[config.mk]
export PLATFORM = sky130hd
export DESIGN_NAME = tomasulo_cdb_arbiter
export DESIGN_NICKNAME = d
export VERILOG_FILES = /design/src/rtl/tomasulo_pkg.sv /design/src/rtl/tomasulo_rr_pick.sv /design/src/rtl/tomasulo_cdb_arbiter.sv
export SDC_FILE = /design/constraint.sdc
export NUM_CORES = 1
export LEC_CHECK = 0
export CAP_MARGIN = 15
export CORE_MARGIN = 4
export CORE_UTILIZATION = 35
export CTS_BUF_LIST = sky130_fd_sc_hd__clkbuf_4
export DETAILED_ROUTE_END_ITERATION = 12
export PLACE_DENSITY = 0.81
export SYNTH_ARGS = -nofsm -noshare
export SYNTH_HDL_FRONTEND = slang
export SYNTH_SLANG_ARGS = --single-unit
[constraint.sdc]
create_clock -name clk -period 5.2 [get_ports clk]
set_input_delay 1.3 -clock clk [delete_from_list [all_inputs] [get_ports clk]]
set_output_delay 1.3 -clock clk [all_outputs]
set_load 0.02 [all_outputs]
[src/rtl/tomasulo_pkg.sv]
// Shared Tomasulo constants: reserved tag, default widths and the name of the
// stats build macro (TOMASULO_CDB_STATS_EN).
package tomasulo_pkg;

    localparam int unsigned TAG_NONE           = 0;
    localparam int unsigned DEFAULT_TAG_WIDTH  = 4;
    localparam int unsigned DEFAULT_DATA_WIDTH = 32;
    localparam string       STATS_MACRO_NAME   = "TOMASULO_CDB_STATS_EN";

endpackage

[src/rtl/tomasulo_rr_pick.sv]
// Round-robin picker: first set bit of eligible searching upward from ptr,
// wrapping modulo N_REQ (non-power-of-two N_REQ supported).
module tomasulo_rr_pick #(
    parameter int unsigned N_REQ = 4,
    parameter int unsigned PTR_W = $clog2(N_REQ)
) (
    input  logic [N_REQ-1:0] eligible_i,
    input  logic [PTR_W-1:0] ptr_i,
    output logic [N_REQ-1:0] grant_o,
    output logic             valid_o
);

    logic [PTR_W:0]   sum;
    logic [PTR_W-1:0] idx;

    always_comb begin
        grant_o = '0;
        valid_o = 1'b0;
        sum     = '0;
        idx     = '0;
        for (int unsigned k = 0; k < N_REQ; k++) begin
            // ptr < N_REQ and k < N_REQ, so one subtraction is enough to wrap.
            sum = {1'b0, ptr_i} + (PTR_W + 1)'(k);
            if (sum >= (PTR_W + 1)'(N_REQ)) begin
                sum = sum - (PTR_W + 1)'(N_REQ);
            end
            idx = sum[PTR_W-1:0];
            if (!valid_o && eligible_i[idx]) begin
                grant_o[idx] = 1'b1;
                valid_o      = 1'b1;
            end
        end
    end

endmodule

[src/rtl/tomasulo_cdb_arbiter.sv]
// Round-robin CDB arbiter with registered broadcast and one-hot RS clear.
// Optional 32-bit saturating stats counters under TOMASULO_CDB_STATS_EN.
module tomasulo_cdb_arbiter
    import tomasulo_pkg::*;
#(
    parameter int unsigned N_REQ      = 4,
    parameter int unsigned TAG_WIDTH  = DEFAULT_TAG_WIDTH,
    parameter int unsigned DATA_WIDTH = DEFAULT_DATA_WIDTH
) (
    input  logic                        clk,
    input  logic                        rst,
    input  logic                        flush,
    input  logic [N_REQ-1:0]            req_valid,
    input  logic [N_REQ*TAG_WIDTH-1:0]  req_tag,
    input  logic [N_REQ*DATA_WIDTH-1:0] req_data,
    output logic [N_REQ-1:0]            req_ready,
    output logic                        cdb_valid,
    output logic [TAG_WIDTH-1:0]        cdb_tag,
    output logic [DATA_WIDTH-1:0]       cdb_data,
    output logic [N_REQ-1:0]            rs_clear,
`ifdef TOMASULO_CDB_STATS_EN
    output logic [31:0]                 stat_bcast_cnt,
    output logic [31:0]                 stat_conflict_cnt,
`endif
    output logic                        err_tag_none
);

    localparam int unsigned PW = $clog2(N_REQ);

    logic [N_REQ-1:0]      tag_zero;
    logic [N_REQ-1:0]      eligible;
    logic [N_REQ-1:0]      grant;
    logic                  transfer;
    logic [PW-1:0]         ptr_q, ptr_d;
    logic [TAG_WIDTH-1:0]  sel_tag;
    logic [DATA_WIDTH-1:0] sel_data;

    logic                  cdb_valid_q;
    logic [TAG_WIDTH-1:0]  cdb_tag_q;
    logic [DATA_WIDTH-1:0] cdb_data_q;
    logic [N_REQ-1:0]      rs_clear_q;
    logic                  err_q;

    always_comb begin
        tag_zero = '0;
        for (int unsigned i = 0; i < N_REQ; i++) begin
            tag_zero[i] = (req_tag[i*TAG_WIDTH +: TAG_WIDTH] == TAG_WIDTH'(TAG_NONE));
        end
    end

    // Gating by rst keeps req_ready low while the state is being cleared.
    assign eligible = req_valid & ~tag_zero & {N_REQ{~flush & ~rst}};

    tomasulo_rr_pick #(
        .N_REQ (N_REQ),
        .PTR_W (PW)
    ) u_pick (
        .eligible_i (eligible),
        .ptr_i      (ptr_q),
        .grant_o    (grant),
        .valid_o    (transfer)
    );

    assign req_ready = grant;

    always_comb begin
        sel_tag  = '0;
        sel_data = '0;
        ptr_d    = ptr_q;
        for (int unsigned i = 0; i < N_REQ; i++) begin
            if (grant[i]) begin
                sel_tag  = req_tag[i*TAG_WIDTH +: TAG_WIDTH];
                sel_data = req_data[i*DATA_WIDTH +: DATA_WIDTH];
                ptr_d    = (i == N_REQ - 1) ? '0 : PW'(i + 1);
            end
        end
    end

    always_ff @(posedge clk) begin
        if (rst) begin
            ptr_q       <= '0;
            cdb_valid_q <= 1'b0;
            cdb_tag_q   <= '0;
            cdb_data_q  <= '0;
            rs_clear_q  <= '0;
            err_q       <= 1'b0;
        end else begin
            ptr_q       <= ptr_d;
            cdb_valid_q <= transfer;
            cdb_tag_q   <= sel_tag;
            cdb_data_q  <= sel_data;
            rs_clear_q  <= grant;
            err_q       <= err_q | (|(req_valid & tag_zero));
        end
    end

    assign cdb_valid    = cdb_valid_q;
    assign cdb_tag      = cdb_tag_q;
    assign cdb_data     = cdb_data_q;
    assign rs_clear     = rs_clear_q;
    assign err_tag_none = err_q;

`ifdef TOMASULO_CDB_STATS_EN
    logic [31:0] bcast_q, conflict_q;
    logic        conflict;

    // Two or more bits set iff clearing the lowest set bit leaves something.
    assign conflict = |(eligible & (eligible - N_REQ'(1)));

    always_ff @(posedge clk) begin
        if (rst) begin
            bcast_q    <= '0;
            conflict_q <= '0;
        end else begin
            if (transfer && (bcast_q != '1)) begin
                bcast_q <= bcast_q + 32'd1;
            end
            if (conflict && (conflict_q != '1)) begin
                conflict_q <= conflict_q + 32'd1;
            end
        end
    end

    assign stat_bcast_cnt    = bcast_q;
    assign stat_conflict_cnt = conflict_q;
`endif

endmodule

### Word level (Yosys, flattened, before mapping)

Index checks and enable logic that the tools add are counted.

| cells by class | value |
|---|---|
| add/subtract/negate cells | 7 |
| multiply operators | 0 |
| divide/modulo/power cells | 0 |
| order comparisons | 12 |
| equal/unequal tests | 0 |
| shift operators | 0 |
| mux-type cells | 39 |
| bitwise logic cells | 11 |
| reductions and logical operators | 17 |

Operators by type and width:

| kind | number |
|---|---|
| 2-to-1 mux 32 bit | 4 |
| 2-to-1 mux 4 bit | 8 |
| logical NOT 4 bit | 4 |
| 2-to-1 mux 2 bit | 7 |
| AND 4 bit | 3 |
| < comparator 2 x 3 -> 1 bit, second input constant | 4 |
| 2-to-1 mux 1 bit | 12 |
| bitwise OR 4 bit | 3 |
| >= comparator 3 bit, second input constant | 3 |
| binary-select mux 1 bit (select 2 bit) | 4 |
| demux 1 bit (select 2 bit) | 4 |
| >= comparator 2 x 1 -> 1 bit, second input constant | 4 |
| subtractor 2 x 1 -> 2 bit, second input constant | 4 |
| logical AND 1 bit | 7 |
| adder 2 x 2 -> 3 bit, second input constant | 2 |
| NOT 4 bit | 1 |
| OR reduction 4 bit | 1 |
| adder 2 x 1 -> 3 bit, second input constant | 1 |
| >= comparator 2 x 3 -> 1 bit, second input constant | 1 |
| logical NOT 1 bit | 3 |
| nonzero test 3 bit | 1 |
| NOT 1 bit | 2 |
| OR reduction 2 bit | 1 |
| AND 1 bit | 1 |
| bitwise OR 1 bit | 1 |

| storage, ports and cells | value |
|---|---|
| register bits | 44 |
| latch bits | 0 |
| memory bits (writable) | 0 |
| memory bits (read-only) | 0 |
| bits of input ports | 151 |
| output and inout bits | 46 |
| word-level logic and storage cells | 92 |
| memories kept | 0 |

### Longest topological paths before layout

| logic depth | value |
|---|---|
| word-level depth | 20 |
| depth in mapped cells | 11 |
| mapped depth without buffers | 8 |

### Cells and area by module

From an unflattened synthesis, not the netlist that was laid out.

| unflattened totals | value |
|---|---|
| cell total of the unflattened synthesis | 309 |
| area, all modules | 2617.5 um2 |

Modules (own cells, without submodules):

| module | times used | cells each | area each (um2) | seq. area each (um2) |
|---|---|---|---|---|
| tomasulo_cdb_arbiter | 1 | 247 | 2109.5 | 880.8 |
| tomasulo_rr_pick | 1 | 62 | 508.0 | 0.0 |

### Least setup slack after synthesis

No wires, ideal clock.

| path | value |
|---|---|
| path kind | input port to output port |
| start | input rst |
| end | output req_ready[3] |
| arrival | 3.435 ns |
| data required time | 3.900 ns |
| setup slack | 0.465 ns |
| stages | 8 |
| buffers on the path | 3 |
| cells stage by stage | or2_1 clkbuf_1 o32a_1 or3_1 a211o_1 nand4_1 clkbuf_1 clkbuf_1 |

| between the ends | value |
|---|---|
| cells in the longest elaborated chain, start to end | 15 |
| elaborated cells between the ends (all ways) | 27 |
| those cells by class | mux: 15; bitwise: 6; reduce/logical: 6 |

Ends and longest elaborated chain:

| what | RTL line | source |
|---|---|---|
| start: declaration | tomasulo_cdb_arbiter.sv:11 | `input logic rst,` |
| NOT 1 bit (*) | tomasulo_cdb_arbiter.sv:52 | `assign eligible = req_valid & ~tag_zero & {N_REQ{~flush & ~rst}};` |
| AND 1 bit (*) | tomasulo_cdb_arbiter.sv:52 |  |
| AND 4 bit (*) | tomasulo_cdb_arbiter.sv:52 |  |
| binary-select mux 1 bit (select 2 bit) | tomasulo_rr_pick.sv:28 | `if (!valid_o && eligible_i[idx]) begin` |
| 2-to-1 mux 1 bit (implied by the code) | tomasulo_rr_pick.sv:28 |  |
| 2-to-1 mux 1 bit | tomasulo_rr_pick.sv:28 |  |
| logical NOT 1 bit | tomasulo_rr_pick.sv:28 |  |
| logical AND 1 bit | tomasulo_rr_pick.sv:28 |  |
| 2-to-1 mux 1 bit | tomasulo_rr_pick.sv:28 |  |
| logical NOT 1 bit | tomasulo_rr_pick.sv:28 |  |
| logical AND 1 bit | tomasulo_rr_pick.sv:28 |  |
| 2-to-1 mux 1 bit | tomasulo_rr_pick.sv:28 |  |
| logical NOT 1 bit | tomasulo_rr_pick.sv:28 |  |
| logical AND 1 bit | tomasulo_rr_pick.sv:28 |  |
| 2-to-1 mux 4 bit (*) | tomasulo_rr_pick.sv:28 |  |
| end: declaration | tomasulo_cdb_arbiter.sv:16 | `output logic [N_REQ-1:0] req_ready,` |

Mark *: on every way between the ends. The rest lies on a longest branch, timed or not. The select of a mux whose other input is x is not followed.

### Worst setup path after layout

Ends and elaborated chain as after synthesis.

==> flow_summary.json <==
{
  "min_path_type": "flip-flop to flip-flop",
  "fin_ws_ps": 176,
  "cts.sinks": 44,
  "wirelength_met1_mm": 3.81,
  "insertion_delay_ps": 350,
  "wl_mm": 10.1,
  "ys_seq_elements": 44,
  "post-route-min-period_ps": 5020,
  "r2r_start": "ptr_q[0]",
  "critPathArrivalTime_ps": 3720,
  "irDropWorstVdd_uv": 157,
  "grt_use_total_pct": 22.1,
  "synth_warnings": 0,
  "critPathRequiredTime_ps": 3900,
  "drtIter0Drc": 87,
  "crit_start": "rst",
  "end_kind": "primary output",
  "synth_area_um2": 2590,
  "tritoncts": "built",
  "grt_pass1_wl_mm": 15.3,
  "final_antenna_net_count": 0,
  "post_cts_buffers": 0,
  "dieArea_um2": 8840,
  "clock_path_buffers": 2,
  "slew_headroom_pct": 61.8,
  "wl_met3_um": 844,
  "routabilityCongestion": 0.873,
  "min-delay-start": "err_tag_none",
  "p_per_area_nw_per_um2": 370,
  "initial_utilization_pct": 35.9,
  "routed-wl-met2_mm": 5.21,
  "hpwl_mm": 8.02,
  "dieHeight_um": 94.0,
  "finalCritPeriodShare_pct": 96.6,
  "fillers": 610,
  "rsz0062_at_grt": "no",
  "synth_nets": 437,
  "postSynthAreaPerCell_um2": 9.22,
  "die_x_um": 94.0,
  "ys_seq_area_share_pct": 34.0,
  "critical_path_class": "input port to primary output",
  "num_vias": 3073,
  "setup_viol": 0,
  "p_leak_nw": 1.84,
  "seqCellArea_um2": 881,
  "worstPathMaxFanout": 7,
  "multi_input_area_um2": 1460,
  "drive_gt1_share_pct": 15.5,
  "grt_overflow": 0,
  "worst_pin_slew_ps": 573,
  "startpoint_type": "input port",
  "finalHoldViolCount": 0,
  "dp_slack_ps": -102,
  "skew_ps": 5.16,
  "post_dp_cell_area_um2": 4770,
  "cap_violations": 0,
  "antenna_cells": 0,
  "vias_per_cell": 5.23,
  "area_growth_pct": 86.4,
  "core_region_area_um2": 7210,
  "ys_types": 39,
  "cts_made_buffers": 5,
  "drc": 0,
  "final_common_cell": "clkdlybuf4s50_1",
  "finalInstanceArea_um2": 4830,
  "postSynthCellCount": 281,
  "dr.pass1.iters": 5,
  "antenna_found_initial": 0,
  "rows": 31,
  "highest_layer": "met4",
  "io_pins": 197,
  "wl_per_cell_um": 17.1,
  "max_freq_ghz": 0.199,
  "grt_pass1_vias": 3105,
  "final_cell_mix": "192 x clkdlybuf4s50_1, 48 x nand2_1, 44 x dfxtp_1, 41 x inv_1, 36 x a22oi_1",
  "drv_slew": 0,
  "clockRootBuffer": "clkbuf_4",
  "grt_max_degree": 40,
  "cts-htree-levels": 2,
  "nets": 644,
  "io_buffers": 196,
  "path_clk_slew_ps": 130,
  "status": "finished, final reports clean"
}
synthesized netlist by cell type, drive strengths merged:
| library cell | instances | area share (%) |
|---|---|---|
| nand2 | 48 | 7.0 |
| dfxtp | 44 | 34 |
| inv | 41 | 5.9 |
| a22oi | 36 | 10 |
| o221ai | 36 | 19 |
| clkbuf | 15 | 2.2 |
| buf | 6 | 2.2 |
| ha | 5 | 2.4 |
| or4b | 5 | 1.9 |
| a21oi | 4 | 0.77 |
| nand4 | 4 | 0.97 |
| nor4 | 4 | 1.9 |
| a222oi | 3 | 1.2 |
| nand3 | 3 | 0.58 |
| o32a | 3 | 1.2 |
| o32ai | 3 | 2.0 |
| a211o | 2 | 0.68 |
| and2 | 2 | 0.58 |
| mux2i | 2 | 1.4 |
| nor2 | 2 | 0.29 |
| o211ai | 2 | 0.58 |
| or2 | 2 | 0.48 |
| a41oi | 1 | 0.34 |
| and3 | 1 | 0.24 |
| mux2 | 1 | 0.43 |
| nand3b | 1 | 0.29 |
| nor3 | 1 | 0.19 |
| o21a | 1 | 0.29 |
| o21bai | 1 | 0.29 |
| o31a | 1 | 0.34 |
| or3 | 1 | 0.24 |
final timing paths:
kind                                endpoint  slack (ps)  depth (start not counted)
worst max-delay path            req_ready[3]         180                          7
worst min register to register  err_tag_none         550                          2
worst min-delay path            err_tag_none         550                          2
worst max register to register   cdb_data[0]        1330                         10
registers in the layout (all words and copies together) (netlist names):
name / cells
cdb_data: 32
cdb_tag: 4
rs_clear: 4
ptr_q: 2
cdb_valid: 1
err_tag_none: 1
repair_timing:
item                       CTS  global route
hold buffers                 0             0
pin swaps                    0             2
cloned                       0             0
resized for setup            4             6
setup endpoints to repair    4             2
metrics by stage:
step	power (mW)	hold slack [ps]	utilization [%]	instances	TNS, ps
final	1.79	548	66.9	588	0
after global routing	1.90	592	66.9	588	0
after CTS	1.80	548	66.9	588	0
after detailed placement	1.63	529	66.2	580	-285
after global placement	1.62	541	66.2	580	-282
after floorplan	1.12	590	-	281	0
cell families (layout without fill, tap and decap cells):
logic type / after synthesis / in the layout / share of synthesized area (%)
buffers and inverters: 62 / 270 / 10.3
AND/OR/NAND/NOR: 74 / 74 / 14.7
multiplexers: 3 / 3 / 1.84
adder cells (fa/ha/maj): 5 / 5 / 2.42
AO/OA/AOI/OAI: 93 / 93 / 36.8
flip-flops: 44 / 44 / 34.0
critical path, cell delays in order:
cell and delay (ps):
clkdlybuf4s50_1 500, or4b_1 560, o32a_1 180, or3_1 360
a211o_1 290, nand4_1 160, dlygate4sd2_1 370
power breakdown:
group | switching [mW] | internal [mW] | total [mW]
Combinational | 0.575 | 0.541 | 1.12
Sequential | 0.0443 | 0.456 | 0.500
Clock | 0.115 | 0.0569 | 0.172
per-layer routing:
| layer | vias to the layer above | global-route usage (%) |
|---|---|---|
| met2 | 160 | 40.6 |
| met4 | 0 | 6.74 |
| li1 | 1464 | - |
| met1 | 1427 | 24.7 |
| met3 | 22 | 5.77 |
| met5 | - | 0 |
layout make-up:
class,count,share of cell area [%]
clock buffer,6,0.933
clock inverter,2,0.233
inverter,41,3.19
multi-input combinational,175,30.3
sequential,44,18.2
tap,99,2.57
timing repair buffer,221,44.5
(Power assumes the default switching activity.)
